**src/rtl/prim_prince_descrambler.sv**
```systemverilog
// prim_prince_descrambler: read-path descrambler for PRINCE-scrambled memory.
// Keystream = PRINCE_enc({k0,k1}, nonce ^ addr); rsp_data = read data ^ keystream.
// One PRINCE round per clock; one word in flight plus one output register.
// Optional macro PRIM_PRINCE_DESCR_CLEAR_EN adds a synchronous clear input clr_i.
// Handshake: a transfer happens on a rising edge where valid and ready are both
// high; rsp_valid_o/rsp_data_o hold until accepted; request inputs are ignored
// while req_valid_i is low.
`timescale 1ns/1ps
module prim_prince_descrambler #(
    parameter int unsigned AddrWidth      = 16,
    parameter int unsigned NumRoundsHalf  = 5,
    parameter bit          UseOldKeySched = 1'b0
) (
    input  logic                 clk_i,
    input  logic                 rst_ni,
`ifdef PRIM_PRINCE_DESCR_CLEAR_EN
    input  logic                 clr_i,
`endif
    input  logic                 req_valid_i,
    output logic                 req_ready_o,
    input  logic [AddrWidth-1:0] req_addr_i,
    input  logic [63:0]          req_data_i,
    input  logic [127:0]         key_i,
    input  logic [63:0]          nonce_i,
    output logic                 rsp_valid_o,
    input  logic                 rsp_ready_i,
    output logic [63:0]          rsp_data_o,
    output logic                 busy_o,
    output logic [2:0]           fsm_state_o
);

    typedef enum logic [2:0] {
        ST_IDLE = 3'd0,
        ST_FWD  = 3'd1,
        ST_MID  = 3'd2,
        ST_BWD  = 3'd3,
        ST_OUT  = 3'd4
    } fsm_e;

    // Nibble tables, entry i in bits [4*i +: 4]; nibble 0 is the least significant.
    localparam logic [63:0] Sbox     = 64'h4D5E087619CA23FB;
    localparam logic [63:0] SboxInv  = 64'h1CE5046A98DF237B;
    localparam logic [63:0] ShRow    = 64'hFA50B61C72D83E94;
    localparam logic [63:0] ShRowInv = 64'hF258BE147AD0369C;
    localparam logic [3:0]  BwdRcBase = 4'(10 - NumRoundsHalf);
    localparam logic [2:0]  LastRnd   = 3'(NumRoundsHalf);

    function automatic logic [63:0] rc(input logic [3:0] idx);
        logic [63:0] v;
        case (idx)
            4'd1:    v = 64'h13198a2e03707344;
            4'd2:    v = 64'ha4093822299f31d0;
            4'd3:    v = 64'h082efa98ec4e6c89;
            4'd4:    v = 64'h452821e638d01377;
            4'd5:    v = 64'hbe5466cf34e90c6c;
            4'd6:    v = 64'h7ef84f78fd955cb1;
            4'd7:    v = 64'h85840851f1ac43aa;
            4'd8:    v = 64'hc882d32f25323c54;
            4'd9:    v = 64'h64a51195e0e3610d;
            4'd10:   v = 64'hd3b5a399ca0c2399;
            4'd11:   v = 64'hc0ac29b7c97c50dd;
            default: v = 64'h0000000000000000;
        endcase
        return v;
    endfunction

    function automatic logic [63:0] sbox64(input logic [63:0] x, input logic inv);
        logic [63:0] tbl;
        logic [63:0] y;
        tbl = inv ? SboxInv : Sbox;
        y   = '0;
        for (int i = 0; i < 16; i++) begin
            y[4*i +: 4] = tbl[{x[4*i +: 4], 2'b00} +: 4];
        end
        return y;
    endfunction

    // Output nibble i takes input nibble tbl[i] (AES-style row shift on a 4x4 nibble grid).
    function automatic logic [63:0] shift_rows(input logic [63:0] x, input logic inv);
        logic [63:0] tbl;
        logic [63:0] y;
        tbl = inv ? ShRowInv : ShRow;
        y   = '0;
        for (int i = 0; i < 16; i++) begin
            y[4*i +: 4] = x[{tbl[4*i +: 4], 2'b00} +: 4];
        end
        return y;
    endfunction

    // 16x16 involutive block; bit 0 of the block is its most significant bit.
    function automatic logic [15:0] m_hat(input logic [15:0] x, input int sel);
        logic [15:0] y;
        y = '0;
        for (int r = 0; r < 4; r++) begin
            for (int i = 0; i < 4; i++) begin
                for (int c = 0; c < 4; c++) begin
                    if (((r + c + sel) % 4) != i) begin
                        y[15 - (4*r + i)] = y[15 - (4*r + i)] ^ x[15 - (4*c + i)];
                    end
                end
            end
        end
        return y;
    endfunction

    function automatic logic [63:0] mult_prime(input logic [63:0] x);
        return {m_hat(x[63:48], 0), m_hat(x[47:32], 1), m_hat(x[31:16], 1), m_hat(x[15:0], 0)};
    endfunction

    fsm_e        fsm_q, fsm_d;
    logic [2:0]  rnd_q, rnd_d;
    logic [63:0] state_q, state_d;
    logic [63:0] k0_q, k0_d, k1_q, k1_d, k0p_q, k0p_d;
    logic [63:0] data_q, data_d;
    logic [63:0] rsp_data_q, rsp_data_d;
    logic        rsp_valid_q, rsp_valid_d;
    logic        clr;
    logic [63:0] key_k0, key_k1, rk_fwd, rk_bwd;
    logic [3:0]  bwd_rc_idx;

`ifdef PRIM_PRINCE_DESCR_CLEAR_EN
    assign clr = clr_i;
`else
    assign clr = 1'b0;
`endif

    assign key_k0      = key_i[127:64];
    assign key_k1      = key_i[63:0];
    assign rk_fwd      = (!UseOldKeySched && rnd_q[0]) ? k0_q : k1_q;
    assign rk_bwd      = (!UseOldKeySched && (LastRnd[0] ^ rnd_q[0] ^ 1'b1)) ? k0_q : k1_q;
    assign bwd_rc_idx  = BwdRcBase + {1'b0, rnd_q};

    assign req_ready_o = (fsm_q == ST_IDLE) && !clr;
    assign rsp_valid_o = rsp_valid_q;
    assign rsp_data_o  = rsp_data_q;
    assign busy_o      = (fsm_q != ST_IDLE) || rsp_valid_q;
    assign fsm_state_o = fsm_q;

    // Next-state: round sequencing, key/data capture and output register load.
    always_comb begin
        fsm_d       = fsm_q;
        rnd_d       = rnd_q;
        state_d     = state_q;
        k0_d        = k0_q;
        k1_d        = k1_q;
        k0p_d       = k0p_q;
        data_d      = data_q;
        rsp_data_d  = rsp_data_q;
        rsp_valid_d = rsp_valid_q;
        if (rsp_valid_q && rsp_ready_i) begin
            rsp_valid_d = 1'b0;
        end
        unique case (fsm_q)
            ST_IDLE: begin
                if (req_valid_i && req_ready_o) begin
                    k0_d    = key_k0;
                    k1_d    = key_k1;
                    k0p_d   = {key_k0[0], key_k0[63:2], key_k0[63] ^ key_k0[1]};
                    data_d  = req_data_i;
                    state_d = (nonce_i ^ 64'(req_addr_i)) ^ key_k0 ^ key_k1 ^ rc(4'd0);
                    rnd_d   = 3'd1;
                    fsm_d   = ST_FWD;
                end
            end
            ST_FWD: begin
                state_d = shift_rows(mult_prime(sbox64(state_q, 1'b0)), 1'b0)
                          ^ rc({1'b0, rnd_q}) ^ rk_fwd;
                rnd_d   = rnd_q + 3'd1;
                if (rnd_q == LastRnd) begin
                    fsm_d = ST_MID;
                end
            end
            ST_MID: begin
                state_d = sbox64(mult_prime(sbox64(state_q, 1'b0)), 1'b1);
                rnd_d   = 3'd1;
                fsm_d   = ST_BWD;
            end
            ST_BWD: begin
                state_d = sbox64(mult_prime(shift_rows(state_q ^ rk_bwd ^ rc(bwd_rc_idx), 1'b1)), 1'b1);
                rnd_d   = rnd_q + 3'd1;
                if (rnd_q == LastRnd) begin
                    fsm_d = ST_OUT;
                end
            end
            ST_OUT: begin
                // A result loading while the old one is taken keeps rsp_valid high.
                if (!rsp_valid_q || rsp_ready_i) begin
                    rsp_data_d  = state_q ^ rc(4'd11) ^ k1_q ^ k0p_q ^ data_q;
                    rsp_valid_d = 1'b1;
                    fsm_d       = ST_IDLE;
                end
            end
            default: fsm_d = ST_IDLE;
        endcase
        if (clr) begin
            fsm_d       = ST_IDLE;
            rnd_d       = '0;
            state_d     = '0;
            k0_d        = '0;
            k1_d        = '0;
            k0p_d       = '0;
            data_d      = '0;
            rsp_data_d  = '0;
            rsp_valid_d = 1'b0;
        end
    end

    // State registers; async reset discards any in-flight word and pending response.
    always_ff @(posedge clk_i or negedge rst_ni) begin
        if (!rst_ni) begin
            fsm_q       <= ST_IDLE;
            rnd_q       <= '0;
            state_q     <= '0;
            k0_q        <= '0;
            k1_q        <= '0;
            k0p_q       <= '0;
            data_q      <= '0;
            rsp_data_q  <= '0;
            rsp_valid_q <= 1'b0;
        end else begin
            fsm_q       <= fsm_d;
            rnd_q       <= rnd_d;
            state_q     <= state_d;
            k0_q        <= k0_d;
            k1_q        <= k1_d;
            k0p_q       <= k0p_d;
            data_q      <= data_d;
            rsp_data_q  <= rsp_data_d;
            rsp_valid_q <= rsp_valid_d;
        end
    end

endmodule

```
**config.mk**
```make
export PLATFORM = sky130hd
export DESIGN_NAME = prim_prince_descrambler
export DESIGN_NICKNAME = d
export VERILOG_FILES = /design/src/rtl/prim_prince_descrambler.sv
export SDC_FILE = /design/constraint.sdc
export NUM_CORES = 1
export LEC_CHECK = 0
export CORE_MARGIN = 3
export CORE_UTILIZATION = 50
export CTS_CLUSTER_SIZE = 40
export DETAILED_ROUTE_END_ITERATION = 10
export PLACE_DENSITY_LB_ADDON = 0.1
export SYNTH_ARGS = -nofsm -noshare
export SYNTH_HDL_FRONTEND = slang
export SYNTH_SLANG_ARGS = --single-unit
```
**constraint.sdc**
```tcl
create_clock -name clk_i -period 11.87 [get_ports clk_i]
set_clock_uncertainty 0.2 [all_clocks]
set_input_delay 1.187 -clock clk_i [delete_from_list [all_inputs] [get_ports clk_i]]
set_output_delay 1.187 -clock clk_i [all_outputs]
set_load 0.005 [all_outputs]
```
==> impl_metrics.json <==
{
  "clk_pin_slew_worst_paths_ns": 0.06,
  "rsz0062_at_grt": "false",
  "min_period_over_period": 0.476,
  "yosysSeqAreaShare": 0.297,
  "area_growth_syn_to_layout_pct": 18.5,
  "start_util": 0.510,
  "synthSimpleGateAreaFrac": 0.0645,
  "synth_compound_area_frac": 0.109,
  "fmax_mhz": 177,
  "synth_top_family_by_area": "XOR/XNOR gates",
  "cts_resized": 0,
  "grt_max_degree": 77,
  "track_usage": 0.319,
  "hpwl_mm": 73.0,
  "synth.area.top_cells": "dfrtp_1 30%, xnor2_1 17%, mux2_2 8.6%, xor2_1 6.6%, ha_1 5.5%",
  "drive_gt1_frac": 0.133,
  "synth_common_cells": "549 x xnor2_1, 328 x dfrtp_1, 212 x mux2_2, 208 x xor2_1, 154 x o21ai_0",
  "h-tree-depth": 2,
  "yosysTopAreaCellShare": 0.297,
  "cp_top_family": "buffers and inverters",
  "drt.antenna.violating_nets": 0,
  "antenna_found_initial": 0,
  "worst-endpoint-required_ns": 12.10,
  "cp_cell_sequence": "buf_4, inv_2, ha_1, inv_1, ha_1, mux2i_1, xnor2_1, xor2_1, xor2_1, a21oi_1, inv_1, ha_1, nand2_1, mux2i_1, a222oi_1, o21ai_1",
  "synth_mux_area_frac": 0.158,
  "overflow": 0,
  "finalSetupViolCount": 0,
  "status": "completed",
  "cts_buffers": 40,
  "place_ws_ns": 6.32,
  "dr_total_vias": 21300,
  "ctsHoldBuffers": 0,
  "cts_max_path_buffers": 3,
  "layout_min_cycle_time_ns": 5.65,
  "worst_setup_path_end_kind": "flip-flop",
  "syn_inst": 2708,
  "ys.flop_type": "dfrtp_1",
  "setup_ws_ns": 6.22,
  "syn-num-nets": 3109,
  "grt_pass1_wl_mm": 139,
  "fin_tns_setup_ns": 0,
  "nNetsFinal": 3362,
  "rows": 85,
  "cts_root_buffer": "clkbuf_16",
  "vias_per_cell": 5.78,
  "detail_route.wl_per_cell_um": 25.3,
  "critPathMostFrequentCell": "ha_1",
  "path_class": "reg2reg",
  "fp.coreArea_mm2": 0.0542,
  "slowest_delay_ns": 0.69,
  "gp_congestion": 1.01,
  "async_reset_ff_frac": 1.00,
  "ys_types": 86,
  "die_x_um": 241,
  "synth-xor-area-share": 0.273,
  "post-cts-setup-buffer-count": 0,
  "ios": 346,
  "critPathArrivalTime_ns": 5.88,
  "yosys.area.top_type": "dfrtp_1",
  "crit_path_max_fanout": 44,
  "routed_wl_mm": 93.3,
  "tightest_slew_ns": 1.21,
  "drc": 0,
  "n_antenna_cell": 0,
  "grt_pass1_vias": 21800,
  "maxCapViolCount": 0,
  "min_path_type": "reg2reg",
  "synth_edf_count": 0,
  "synthMostInstantiatedCell": "xnor2_1",
  "dieArea_mm2": 0.0582,
  "port_buffers": 345,
  "cts_tree": "built",
  "crit_buf_inv": 4,
  "synth-adder-area-share": 0.0574,
  "yosys_register_bits": 328,
  "critPathLaunchType": "flip-flop",
  "syn-cell-area_mm2": 0.0277,
  "initialDrtViolationCount": 1661,
  "finalMaxSlewViolations": 0,
  "hold_violations": 0,
  "insertion_delay_ns": 0.58,
  "synth_warnings": 0,
  "cts.sinks": 328,
  "max_slew_margin": 0.195,
  "syn_avg_cell_area_um2": 10.2,
  "critical-path-slowest-cell": "dfrtp_4",
  "dr.pass1.iters": 5,
  "die_h_um": 241
}
placed cells by master (no fill, tap or decap), types with 10 or more instances in the layout:
master and count:
o22ai_1 14, o21ai_0 154, dfrtp_1 327, nand2_1 123, mux2_2 212, xnor3_1 27, o21ai_1 11, clkbuf_16 41
mux2i_1 116, nand3_1 19, a221oi_1 24, buf_4 25, xnor2_1 549, mux4_2 18, nor2_1 88, xnor2_2 15
mux2i_2 11, nor3_1 24, a211oi_1 10, a22oi_1 10, nand3b_1 17, ha_1 122, and2_1 13, clkdlybuf4s50_1 344
o221ai_1 40, a21oi_1 63, mux2i_4 11, a31oi_1 11, nand2b_1 29, xor2_1 208, nor2b_1 18, inv_1 104
area by class of cell:
| type | instances | area, um2 |
|---|---|---|
| fillers | 4663 | 21500 |
| multi-input cells | 2112 | 18300 |
| flip-flops and latches | 328 | 8210 |
| repair buffers | 370 | 3650 |
| clock buffers | 56 | 1140 |
| well taps | 696 | 871 |
| inverters | 109 | 409 |
| clock inverters | 14 | 161 |
state kept, by name (all words and copies together) (netlist names):
signal	count
data_q	64
rsp_valid_o	1
fsm_state_o	3
k0p_q	2
rsp_data_o	64
k1_q	64
rnd_q	3
k0_q	63
state_q	64
kinds of logic after synthesis:
logic type | count (synthesis)
AO/OA/AOI/OAI | 446
XOR/XNOR | 802
adder cells (fa/ha/maj) | 125
buffers and inverters | 268
flip-flops | 328
multiplexers | 369
AND/OR/NAND/NOR | 370
routing by layer:
| layer | track usage | part of all wire |
|---|---|---|
| met4 | 0.107 | 0.035 |
| met3 | 0.0522 | 0.065 |
| met2 | 0.523 | 0.47 |
| met1 | 0.432 | 0.43 |
| met5 | 0 | 0 |
through the flow:
stage / std cells / instance area, um2 / hold slack, ns / utilization
global route: 3685 / 32800 / 0.307 / 0.604
floorplan: 2708 / 27700 / 0.273 / -
CTS: 3685 / 32800 / 0.282 / 0.604
detailed placement: 3615 / 31500 / 0.269 / 0.580
global placement: 3615 / 31500 / 0.263 / 0.580
finish: 3685 / 32800 / 0.274 / 0.604
path summary, 6_finish.rpt:
kind	to	start	slack [ns]	cells after the start
worst min register to register	rsp_data_o[27]	rsp_data_o[27]	0.27	2
worst max register to register	state_q[44]	rnd_q[0]	6.22	16
min in group asynchronous	data_q[17]	rst_ni	0.34	1
worst min-delay path	rsp_data_o[27]	rsp_data_o[27]	0.27	2
worst max-delay path	state_q[44]	rnd_q[0]	6.22	16
max in group asynchronous	rnd_q[0]	rst_ni	8.86	3
worst register-to-register path, stage by stage (launching register included):
cell	delay, ns
dfrtp_4	0.69
buf_4	0.64
inv_2	0.44
ha_1	0.66
inv_1	0.14
ha_1	0.25
mux2i_1	0.44
xnor2_1	0.22
xor2_1	0.30
xor2_1	0.14
a21oi_1	0.42
inv_1	0.10
ha_1	0.28
nand2_1	0.06
mux2i_1	0.09
a222oi_1	0.34
o21ai_1	0.09
Power is not shown: default switching activity piles up to over one toggle a cycle in this logic, so the estimate is an artifact.
